<file path="src/rtl/ddr_rx_pkg.sv">
// Shared types and default sizes for the DDR serial word receiver.
package ddr_rx_pkg;

    typedef enum logic [0:0] {
        HUNT,
        SHIFT
    } rx_state_t;

    localparam int unsigned DDR_WORD_W   = 8;
    localparam int unsigned DDR_RX_DEPTH = 4;

endpackage

</file>
<file path="src/rtl/ddr_rx_fifo.sv">
// First-word-fall-through FIFO used as the output buffer of ddr_word_rx.
// A push while full is only accepted when a pop frees a slot on the same edge.
module ddr_rx_fifo #(
    parameter int unsigned WIDTH = 8,
    parameter int unsigned DEPTH = 4
) (
    input  logic             clk,
    input  logic             rst_n,
    input  logic             push,
    input  logic [WIDTH-1:0] push_data,
    input  logic             pop,
    output logic [WIDTH-1:0] rd_data,
    output logic             full,
    output logic             empty
);

    localparam int unsigned PTR_W = $clog2(DEPTH);
    localparam logic [PTR_W:0] CNT_FULL = (PTR_W + 1)'(DEPTH);

    logic [WIDTH-1:0] mem [DEPTH];
    logic [PTR_W-1:0] wr_ptr;
    logic [PTR_W-1:0] rd_ptr;
    logic [PTR_W:0]   count;
    logic             do_push;
    logic             do_pop;

    // Accept/ignore decisions for this edge.
    always_comb begin
        do_pop  = pop && (count != '0);
        do_push = push && ((count != CNT_FULL) || do_pop);
        full    = (count == CNT_FULL);
        empty   = (count == '0);
        rd_data = mem[rd_ptr];
    end

    // Storage, pointers and occupancy; storage is cleared so the head reads zero after reset.
    always_ff @(posedge clk or negedge rst_n) begin
        if (!rst_n) begin
            for (int unsigned i = 0; i < DEPTH; i++) begin
                mem[i] <= '0;
            end
            wr_ptr <= '0;
            rd_ptr <= '0;
            count  <= '0;
        end else begin
            if (do_push) begin
                mem[wr_ptr] <= push_data;
                wr_ptr      <= wr_ptr + PTR_W'(1);
            end
            if (do_pop) begin
                rd_ptr <= rd_ptr + PTR_W'(1);
            end
            case ({do_push, do_pop})
                2'b10:   count <= count + (PTR_W + 1)'(1);
                2'b01:   count <= count - (PTR_W + 1)'(1);
                default: count <= count;
            endcase
        end
    end

endmodule

</file>
<file path="src/rtl/ddr_word_rx.sv">
// Double-data-rate serial word receiver: captures one bit per clock edge, assembles
// MSB-first words aligned by sync, and hands them out through a small FWFT buffer.
// WORD_W must be even and >= 4; DEPTH must be a power of two and >= 2.
module ddr_word_rx
    import ddr_rx_pkg::*;
#(
    parameter int unsigned WORD_W = DDR_WORD_W,
    parameter int unsigned DEPTH  = DDR_RX_DEPTH
) (
    input  logic              clk,
    input  logic              rst_n,
    input  logic              din,
    input  logic              sync,
    output logic [WORD_W-1:0] out_data,
    output logic              out_valid,
    input  logic              out_ready,
    output logic              align_err,
    output logic              overflow
);

    localparam int unsigned PAIRS = WORD_W / 2;
    localparam int unsigned CNT_W = $clog2(PAIRS) + 1;

    rx_state_t         state_q, state_d;
    logic [CNT_W-1:0]  pair_cnt_q, pair_cnt_d;
    logic [CNT_W-1:0]  cnt_inc;
    logic [WORD_W-1:0] shreg_q, shreg_d;
    logic [WORD_W-1:0] word_next;
    logic [WORD_W-1:0] word_load;
    logic              align_err_q, align_err_d;
    logic              overflow_q, overflow_d;
    logic              neg_bit;
    logic [1:0]        pair;
    logic              push;
    logic              pop;
    logic              fifo_full;
    logic              fifo_empty;

    // Falling-edge capture of the earlier bit of each pair.
    always_ff @(negedge clk or negedge rst_n) begin
        if (!rst_n) begin
            neg_bit <= 1'b0;
        end else begin
            neg_bit <= din;
        end
    end

    // Pair assembly: earlier (falling-edge) bit lands on the MSB side.
    always_comb begin
        pair      = {neg_bit, din};
        word_next = {shreg_q[WORD_W-3:0], pair};
        word_load = {{(WORD_W - 2){1'b0}}, pair};
        cnt_inc   = pair_cnt_q + CNT_W'(1);
    end

    // Framing FSM: hunt for sync, then shift pairs and emit a word every PAIRS edges.
    always_comb begin
        state_d     = state_q;
        pair_cnt_d  = pair_cnt_q;
        shreg_d     = shreg_q;
        align_err_d = 1'b0;
        push        = 1'b0;
        case (state_q)
            HUNT: begin
                if (sync) begin
                    shreg_d    = word_load;
                    pair_cnt_d = CNT_W'(1);
                    state_d    = SHIFT;
                end
            end
            SHIFT: begin
                if (sync) begin
                    // A sync at a word boundary is just a redundant realignment.
                    shreg_d     = word_load;
                    pair_cnt_d  = CNT_W'(1);
                    align_err_d = (pair_cnt_q != '0);
                end else if (cnt_inc == CNT_W'(PAIRS)) begin
                    shreg_d    = word_next;
                    pair_cnt_d = '0;
                    push       = 1'b1;
                end else begin
                    shreg_d    = word_next;
                    pair_cnt_d = cnt_inc;
                end
            end
            default: state_d = HUNT;
        endcase
    end

    // Handshake and sticky drop detection.
    always_comb begin
        pop        = out_ready && !fifo_empty;
        overflow_d = overflow_q || (push && fifo_full && !pop);
        out_valid  = !fifo_empty;
        align_err  = align_err_q;
        overflow   = overflow_q;
    end

    // Rising-edge state registers.
    always_ff @(posedge clk or negedge rst_n) begin
        if (!rst_n) begin
            state_q     <= HUNT;
            pair_cnt_q  <= '0;
            shreg_q     <= '0;
            align_err_q <= 1'b0;
            overflow_q  <= 1'b0;
        end else begin
            state_q     <= state_d;
            pair_cnt_q  <= pair_cnt_d;
            shreg_q     <= shreg_d;
            align_err_q <= align_err_d;
            overflow_q  <= overflow_d;
        end
    end

    ddr_rx_fifo #(
        .WIDTH (WORD_W),
        .DEPTH (DEPTH)
    ) u_fifo (
        .clk       (clk),
        .rst_n     (rst_n),
        .push      (push),
        .push_data (word_next),
        .pop       (pop),
        .rd_data   (out_data),
        .full      (fifo_full),
        .empty     (fifo_empty)
    );

endmodule

</file>
<file path="config.mk">
export PLATFORM = sky130hd
export DESIGN_NAME = ddr_word_rx
export DESIGN_NICKNAME = d
export VERILOG_FILES = /design/src/rtl/ddr_rx_pkg.sv /design/src/rtl/ddr_rx_fifo.sv /design/src/rtl/ddr_word_rx.sv
export SDC_FILE = /design/constraint.sdc
export NUM_CORES = 1
export LEC_CHECK = 0
export CORE_AREA = 2 2 84 86
export DETAILED_ROUTE_END_ITERATION = 8
export DIE_AREA = 0 0 86 88
export HOLD_SLACK_MARGIN = 0.1
export SLEW_MARGIN = 20
export SYNTH_ARGS = -nofsm -noshare
export SYNTH_HDL_FRONTEND = slang
export SYNTH_HIERARCHICAL = 1
export SYNTH_SLANG_ARGS = --single-unit
</file>
<file path="constraint.sdc">
create_clock -name clk -period 3 [get_ports clk]
set_input_delay 0.45 -clock clk [delete_from_list [all_inputs] [get_ports clk]]
set_output_delay 0.45 -clock clk [all_outputs]
set_load 0.01 [all_outputs]
</file>
**Word-level counts from Yosys, hierarchy flattened**

Cells that the tools add are included.
W data, S select, Z words.

- Add/sub/neg operators: 5
- $lt $le $gt $ge: 3
- Equal/unequal tests: 6
- Muxes and demuxes: 21
- Bitwise logic cells: 3
- Reductions and logical operators: 14

Operators with widths:

| cell | number |
|---|---|
| $bwmux W32 | 1 |
| $mux W8 | 3 |
| $bmux W8 S2 | 1 |
| $demux W8 S2 | 1 |
| $mux W6 | 2 |
| $pmux W3 S2 | 2 |
| $pmux W6 S2 | 1 |
| $mux W3 | 3 |
| $mux W1 | 7 |
| $add A3 B1 Y3 const B | 2 |
| $eq A3 B3 Y1 const B | 2 |
| $ge A3 B3 Y1 const B | 2 |
| $logic_and A1 B1 Y1 | 6 |
| $not A2 Y3 | 2 |
| $reduce_bool A3 Y1 | 2 |
| $add A2 B1 Y2 const B | 2 |
| $logic_not A3 Y1 | 1 |
| $lt A3 B1 Y1 const B | 1 |
| $ne A3 B3 Y1 const B | 1 |
| $sub A3 B1 Y3 const B | 1 |
| $eq A2 B1 Y1 const B | 1 |
| $eq A2 B2 Y1 const B | 1 |
| $logic_not A1 Y1 | 2 |
| $logic_or A1 B1 Y1 | 2 |
| 3 further kinds | 3 |

- Register bits: 52
- Input port bits: 5
- Output and inout port bits: 11
- Word-level logic and storage cells: 65

**Logic depth before layout (Yosys ltp)**

- Depth in word-level cells: 8
- Depth in mapped cells: 10

**By module**

The synthesis kept the hierarchy.

By module, submodules not included:

| module | instances | cells an instance | area an instance (um^2) | sequential area each (um^2) |
|---|---|---|---|---|
| ddr_rx_fifo | 1 | 115 | 1,801.7 | 975.9 |
| ddr_word_rx | 1 | 52 | 590.6 | 325.3 |

==> flow_summary.toml <==
[timing]
rsz0062_at_grt = "false"
hold_viol_final = 0
relSlewSlack = 0.559
tightest_slew_ps = 662
maxSlewViolCount = 0
period_needed_ps = 2580
max_clock_freq_mhz = 388
hold-worst-slack_ps = 279
layout_setup_ws_ps = 423
fin_tns_setup_ps = 0
min_period_over_period = 0.859
skew_ps = 8.84
setup_viol = 0

[synthesis]
ys_ff_latch = 52
yosysTopAreaCell = "dfrtp_1"
synth_edf_count = 0
synth_top_area_frac = 0.533
yosys.cell_types.count = 30
synth_area_leaders = "dfrtp_1, mux2_2, mux4_2"
synthCells = 167
yosys_warnings = 6
seq_area_frac_synth = 0.544
syn_nets = 181
ys_top_cells_by_count = "dfrtp_1, mux2_2, inv_1"
ys.flop_type = "dfrtp_1"
async_flop_share = 1.00
yosysMostFrequentCell = "dfrtp_1"
synth.avg_cell_area_um2 = 14.3
syn_area_um2 = 2390

[detailed_routing]
vias = 1339
drt_first_pass_iters = 4
vias_per_cell = 4.94
wire_per_inst_um = 15.5
drt_iter0_drc = 107
drc_errors = 0
totalWireLength_mm = 4.19
antenna_left = 0

[clock_network]
path_clk_slew_ps = 100
cts_tree = "yes"
cts_setup_buffers = 0
cts-buffers-inserted = 5
htree_num_levels = 2
root_buffer = "clkbuf_8"
clk_path_buf_depth = 2
hold_buffers = 0
clk_latency_ps = 310
cts.sinks = 52
cts.repair.resized = 0

[worst_setup_path]
startpoint_type = "flip-flop"
critPathKind = "reg2reg"
crit_path_end_kind = "flip-flop"
cp.required_ps = 3230
crit_arrival_ps = 2800
crit_fanout = 5

[power]
power_uw = 2040
leakagePower_uw = 0.00131
p_per_area_nw_per_um2 = 744
irDropWorstVdd_v = 0.000403

[floorplanning]
fp.coreArea_um2 = 6640
num_rows = 30
die-area_um2 = 7570
io-pin-count = 16
die_w_um = 86
die_y_um = 88
initial_core_util = 0.360

[global_route]
antenna_found_initial = 0
grt_pass1_vias = 1341
grt_max_degree = 52
track_usage = 0.126
overflow = 0
grt_pass1_wl_mm = 7.20

[cells_and_area]
multiInputGateArea_um2 = 1030
seqCellArea_um2 = 1300
nNetsFinal = 204
num_antenna_cells = 0
fillers = 614
area_growth_pct = 14.7
layout-drive-gt1-share = 0.330

[placement]
pre_cts_ws_ps = 245
portBuffers = 15
gp_congestion = 0.742
place_hpwl_mm = 2.76

[flow_run]
drv_cap = 0

[run_status]
outcome = "finished, final reports clean"

[hold_path]
hp-class = "in2async"
==> layout make-up <==
| cell class | instances | share of cell area |
|---|---|---|
| multi-input combinational | 101 | 0.376 |
| tap | 80 | 0.0365 |
| sequential | 52 | 0.474 |
| clock buffer | 5 | 0.0251 |
| timing repair buffer | 20 | 0.0666 |
| clock inverter | 3 | 0.00775 |
| inverter | 10 | 0.0137 |
==> final timing paths <==
path | from | depth (start not counted) | to | slack (ps)
worst max-delay path | u_fifo/count[0] | 10 | u_fifo/count[2] | 420
max in group asynchronous | rst_n | 1 | neg_bit | 1570
worst min register to register | overflow | 1 | overflow | 470
worst min-delay path | rst_n | 2 | u_fifo/mem[17] | 280
worst max register to register | u_fifo/count[0] | 10 | u_fifo/count[2] | 420
min in group clk | overflow | 1 | overflow | 470
==> metrics by stage <==
step	instance area [µm²]	utilization	cells
6_report	2740	0.413	271
2_1_floorplan	2390	-	167
3_3_place_gp	2650	0.399	263
5_1_grt	2740	0.413	271
3_5_place_dp	2650	0.399	263
4_1_cts	2740	0.413	271
==> flip-flops by register name, summed over array words and instances (netlist names) <==
register       count
u_fifo/mem        32
shreg_q            6
pair_cnt_q         3
u_fifo/count       3
u_fifo/rd_ptr      2
u_fifo/wr_ptr      2
align_err          1
neg_bit            1
overflow           1
state_q            1
==> layer usage <==
layer | part of all wire | wire length [µm] | GRT usage | vias to the layer above
met4 | 0.0055 | 23 | 0.0346 | 0
met2 | 0.45 | 1900 | 0.184 | 20
met3 | 0.028 | 118 | 0.0320 | 2
met5 | 0 | 0 | 0 | -
met1 | 0.51 | 2140 | 0.186 | 689
li1 | - | - | - | 628
==> where the power goes <==
group / internal, µW / switching, µW / total (µW) / leakage [µW]
clock network: 166 / 241 / 407 / 0.0000445
logic: 379 / 218 / 596 / 0.000586
registers: 860 / 178 / 1040 / 0.000680
==> worst max-delay path, cell delays in order (launching register included) <==
cell and delay, ps:
dfrtp_1 460, nor3_1 250, nor2b_1 140, nor4b_4 390, or2b_2 220, ha_1 180
inv_1 60, fa_1 370, xor2_1 160, nor2_1 110, xor2_1 160
==> layout by cell type, fill, tap and decap left out, types with 2 or more instances in the layout <==
cell	n
mux2_1	2
buf_4	5
mux2_2	33
dfrtp_1	51
a21oi_1	3
nor2_2	4
clkbuf_8	5
nor2_1	8
clkdlybuf4s50_1	14
mux4_2	8
xor2_1	4
xnor2_1	4
mux2i_1	5
nor2b_1	2
ha_1	8
inv_1	10
nand2_1	7
nand2b_1	2
==> logic make-up after synthesis <==
kind of cell,synth area share
xor gates and xnor gates,0.0293
DFF,0.544
muxes,0.261
and+or+nand+nor,0.0701
buffers and inverters,0.0246
AOI/OAI and AO/OA,0.0209
adders and majority gates,0.0502
Power figures use the tool's default switching activity.
